===== config.mk =====
export PLATFORM = sky130hd
export DESIGN_NAME = reg_dump_reader
export DESIGN_NICKNAME = d
export VERILOG_FILES = /design/src/rtl/reg_dump_reader.sv
export SDC_FILE = /design/constraint.sdc
export NUM_CORES = 1
export LEC_CHECK = 0
export ABC_AREA = 0
export CAP_MARGIN = 5
export CELL_PAD_IN_SITES_DETAIL_PLACEMENT = 1
export CELL_PAD_IN_SITES_GLOBAL_PLACEMENT = 1
export CORE_MARGIN = 8
export CORE_UTILIZATION = 33
export DETAILED_ROUTE_END_ITERATION = 10
export HOLD_SLACK_MARGIN = 0.02
export PLACE_DENSITY_LB_ADDON = 0.1
export SETUP_SLACK_MARGIN = 0.5
export SLEW_MARGIN = 25
export SYNTH_ARGS = -nofsm -noshare
export SYNTH_HDL_FRONTEND = slang
export SYNTH_SLANG_ARGS = --single-unit
export TNS_END_PERCENT = 20

===== constraint.sdc =====
create_clock -name clk -period 1.78 [get_ports clk]
set_input_delay 0.356 -clock clk [delete_from_list [all_inputs] [get_ports clk]]
set_output_delay 0.356 -clock clk [all_outputs]
set_load 0.01 [all_outputs]

===== src/rtl/reg_dump_reader.sv =====
// reg_dump_reader: streams a framed register-file dump (sync byte, hi/lo bytes per register) over a valid/ready byte link
// Ports: clk, reset (sync active-low), i_start (begin dump when idle), o_read_add/i_read_data (register-file read port),
//        o_tx_data/o_tx_valid/i_tx_ready (byte stream to UART TX), o_busy (dump in progress), o_done (final byte accepted).
// Optional: define REG_DUMP_CHECKSUM_EN to append an XOR checksum of all register data bytes to the frame.
module reg_dump_reader #(
  parameter int NUM_REGS = 16,
  parameter logic [7:0] SYNC_BYTE = 8'hA5
) (
  input  logic        clk,
  input  logic        reset,
  input  logic        i_start,
  output logic [3:0]  o_read_add,
  input  logic [15:0] i_read_data,
  output logic [7:0]  o_tx_data,
  output logic        o_tx_valid,
  input  logic        i_tx_ready,
  output logic        o_busy,
  output logic        o_done
);
  typedef enum logic [2:0] {
    IDLE, HDR, LATCH, SEND_HI, SEND_LO
`ifdef REG_DUMP_CHECKSUM_EN
    , CHK
`endif
  } state_t;
  state_t state, next;
  logic [3:0] idx;
  logic [15:0] shadow;
  logic acc, last;
  assign acc = o_tx_valid & i_tx_ready;
  assign last = idx == 4'(NUM_REGS - 1);
  always_ff @(posedge clk)
    if (!reset) state <= IDLE;
    else state <= next;
  // idx doubles as the registered read address; it wraps to 0 after the last register so IDLE always sees 0
  always_ff @(posedge clk)
    if (!reset) begin
      idx <= 4'd0;
      shadow <= 16'h0000;
    end else begin
      if (state == LATCH) shadow <= i_read_data;
      if (state == SEND_LO && acc) idx <= last ? 4'd0 : idx + 4'd1;
    end
`ifdef REG_DUMP_CHECKSUM_EN
  logic [7:0] checksum;
  always_ff @(posedge clk)
    if (!reset) checksum <= 8'h00;
    else if (acc) checksum <= state == HDR ? 8'h00 : state == CHK ? checksum : checksum ^ o_tx_data;
`endif
  always_comb begin
    next = state;
    case (state)
      IDLE:    next = i_start ? HDR : IDLE;
      HDR:     next = acc ? LATCH : HDR;
      LATCH:   next = SEND_HI;
      SEND_HI: next = acc ? SEND_LO : SEND_HI;
`ifdef REG_DUMP_CHECKSUM_EN
      SEND_LO: next = !acc ? SEND_LO : last ? CHK : LATCH;
      CHK:     next = acc ? IDLE : CHK;
`else
      SEND_LO: next = !acc ? SEND_LO : last ? IDLE : LATCH;
`endif
      default: next = IDLE;
    endcase
  end
  always_comb begin
    o_read_add = idx;
    o_busy = state != IDLE;
`ifdef REG_DUMP_CHECKSUM_EN
    o_tx_valid = state == HDR || state == SEND_HI || state == SEND_LO || state == CHK;
    o_tx_data = state == HDR ? SYNC_BYTE : state == SEND_HI ? shadow[15:8] : state == SEND_LO ? shadow[7:0] :
                state == CHK ? checksum : 8'h00;
    o_done = acc && state == CHK;
`else
    o_tx_valid = state == HDR || state == SEND_HI || state == SEND_LO;
    o_tx_data = state == HDR ? SYNC_BYTE : state == SEND_HI ? shadow[15:8] : state == SEND_LO ? shadow[7:0] : 8'h00;
    o_done = acc && state == SEND_LO && last;
`endif
  end
endmodule

==> results.md <==
* Status: finished, violations left
* Failing checks: setup timing
* Simple-gate area share of the yosys netlist at between 20% and 30%
* Area grow syn2layout at 53.0%
* Fin nets at 202
* Mean Syn Cell Area at 8.69 µm²
* Bufs on Longest Clock Path at 2
* Syn_nets at 150
* Post-synthesis sequential area ratio at about two fifths
* Synth Register Bits at 23
* Vias in the first global route at 1120
* Max Clk Rate at 552 MHz
* Initial antenna violation count at 0
* Min Hold Slack at 0.461 ns
* Gr ovfl total at 0
* Fin crit share at 102%
* Fin crit period at between 1.5 and 2 ns
* Largest net degree at the start of global routing at 17
* Wire length per cell at between 10 and 15 µm
* Mux contribution to synthesized area at about 2.7%
* Syn Std Cell Area at ~1100 µm²
* Worst EP arrival at between 1 and 1.5 ns
* DP HPWL at roughly 2400 µm
* Hold Violations, Final at 0
* TritonCTS clock tree: built
* Gate Count Post-Synth at approximately 130
* GP Congestion at between 0.6 and 0.7
* Placed insts at roughly 220
* Slowest stage delay, CP at 0.38 ns
* Port-buffer cells at 34
* Clock slew at reported path FFs at 0.14 ns
* Max VDD drop at 0.234 mV
* Critical Path RT at between 1 and 1.5 ns
* Placed Area at 1600 µm²
* Final setup violation count at 2
* YS warnings at 0
* Slew margin rel. at 81.9%
* Distinct cells, synth at 30
* Pwr dens at 601 nW/µm²
* Max cap viols at 0
* Initial Utilization at about a third
* First-pass GRT wire length at slightly above 5000 µm
* Clk Latency, worst-skew pair at 0.32 ns
* DR vias/cell at 4.75
* Area share of fa/ha/maj cells after synthesis at 1.12%
* Die height at between 70 and 80 µm
* Worst Tran Pin Value at about 0.27 ns
* Most frequent cells in the layout: nand2_1, clkdlybuf4s50_1, dfxtp_1
* Crit. End Element: output pin
* R2R depth at 5
* Critical-path cell list: nor3b_4 > buf_6 > buf_6 > buf_6 > nand2_2 > nor2_2 > buf_2
* Detailed Routing Iterations Pass 1 at 2
* CP max-delay cell: dfxtp_4
* Vias post-DR at between 1000 and 1500
* Tot Pwr at 1.03 mW
* Synth Area in Compound Gates at around a fifth
* Clk pwr share at 24.3%
* Die Area at roughly 5500 µm²
* Leak pwr at 0.701 nW
* Combinational power share at 22.4%
* RSZ-0062 raised after global routing: yes
* Clock skew at around 0.015 ns
* Switching pwr at around 0.27 mW
* CP most frequent cell: buf_6
* # fillers at a little over 400
* Sw Ratio at about a quarter
* Worst setup path class: flip-flop to output pin
* # diodes at 0
* Main combinational cell family by area after synthesis: simple AND/OR/NAND/NOR gates
* Post-Synth XOR/XNOR Area at 0%
* Commonest non-fill, non-tap cell in the layout: nand2_1
* Design area at about 1700 µm²
* Core ar. at approximately 3300 µm²
* Number of synthesized flops with an enable pin at 0
* Post-synth top flop: dfxtp_1
* Worst Hold Class: flip-flop to flip-flop
* Crit path max fanout at 2
* Worst Hold Depth at 2
* Final core occ at about half
* Sequential share of power at 53.3%
* Die width at between 70 and 80 µm
* CP Launch Type: flip-flop
* Top Ports at 35
* Worst setup margin at -0.0317 ns
* Cell Rows at 21
* Slew Viols, Final at 0
* DRC Markers at 0
* Layout cells sized above 1 at around two fifths
* Async SR Flop Fraction at 0%
* Clk Tree Root Cell: clkbuf_4
* H-tree Lvls at 1
* CTS Buf Count at 3
* TritonCTS Sinks at 23
* Fin cells at ~230
* Routed wire length at about 3200 µm
* CTS Hold Bufs at 0
* Detail Route Antenna Nets at 0
* Internal at about 0.76 mW
* Initial drt markers at 21
* GRT Total Usage at 12.1%
[stage by stage]
stage | setup slack, ns | TNS [ns]
after floorplan | 0.470 | 0
after global placement | -0.0718 | -0.0812
after detailed placement | -0.0848 | -0.250
after CTS | -0.00984 | -0.0128
after global routing | -0.127 | -0.752
final | -0.0317 | -0.0527
[sequential cells by signal, summed over array words and instances, names as in the netlist]
register / cells
state: 3
o_read_add: 4
shadow: 16
[worst paths after layout]
path | from | slack, ns | endpoint
min | shadow[13] | 0.46 | shadow[13]
max | state[1] | -0.03 | o_done
min reg2reg | shadow[13] | 0.46 | shadow[13]
max reg2reg | state[1] | 0.39 | shadow[1]
[power by group through the flow]
stage | Combinational [mW] | Sequential, mW | Clock [mW]
after floorplan | 0.111 | 0.553 | 0
after global placement | 0.216 | 0.559 | 0
after detailed placement | 0.221 | 0.560 | 0
after CTS | 0.215 | 0.549 | 0.254
after global routing | 0.252 | 0.553 | 0.282
final | 0.231 | 0.549 | 0.250
[synthesized netlist by cell type, types with 2 or more instances]
| master | n | area share [%] |
|---|---|---|
| nor2_1 | 2 | 0.67 |
| buf_2 | 2 | 0.89 |
| dfxtp_1 | 23 | 41 |
| a22o_1 | 8 | 6.3 |
| clkbuf_1 | 2 | 0.67 |
| and3_1 | 2 | 1.1 |
| nand2b_1 | 6 | 3.3 |
| buf_6 | 3 | 3.0 |
| mux2i_1 | 3 | 2.7 |
| buf_4 | 2 | 1.3 |
| nand2_1 | 39 | 13 |
| a21boi_0 | 7 | 4.7 |
| a21boi_1 | 10 | 6.7 |
| nor2b_1 | 4 | 2.2 |
[kinds of logic after synthesis]
kind of cell,count (synthesis)
AND/OR/NAND/NOR,64
AO/OA/AOI/OAI,29
flip-flops,23
buffers and inverters,9
multiplexers,3
adder cells (fa/ha/maj),1
[critical path: cells and delay by family (launching register included)]
family	cells	cell delay, ns
buffers and inverters	4	0.43
flip-flops	1	0.38
AND/OR/NAND/NOR	3	0.32
[area by class of cell]
type / instances / area (µm²) / area share, %
Tap cell: 46 / 57.6 / 3.36
Multi-Input combinational cell: 97 / 677 / 39.5
Sequential cell: 23 / 477 / 27.8
Timing Repair Buffer: 56 / 478 / 27.9
Clock buffer: 4 / 26.3 / 1.53
[metal layers]
metal | wire, µm | vias up | track usage [%]
li1 | - | 541 | -
met1 | 1310 | 509 | 12.6
met2 | 1690 | 20 | 22.9
met3 | 172 | 3 | 3.37
met4 | 23 | 0 | 3.26
met5 | 0 | - | 0
[repair_timing]
action	4_1_cts	5_1_grt
pin swaps	21	26
gates cloned	1	0
buffers inserted	3	1
hold endpoints to repair	0	0
resized for setup	84	26
setup endpoints to repair	32	33
Power figures use the tool's default switching activity.
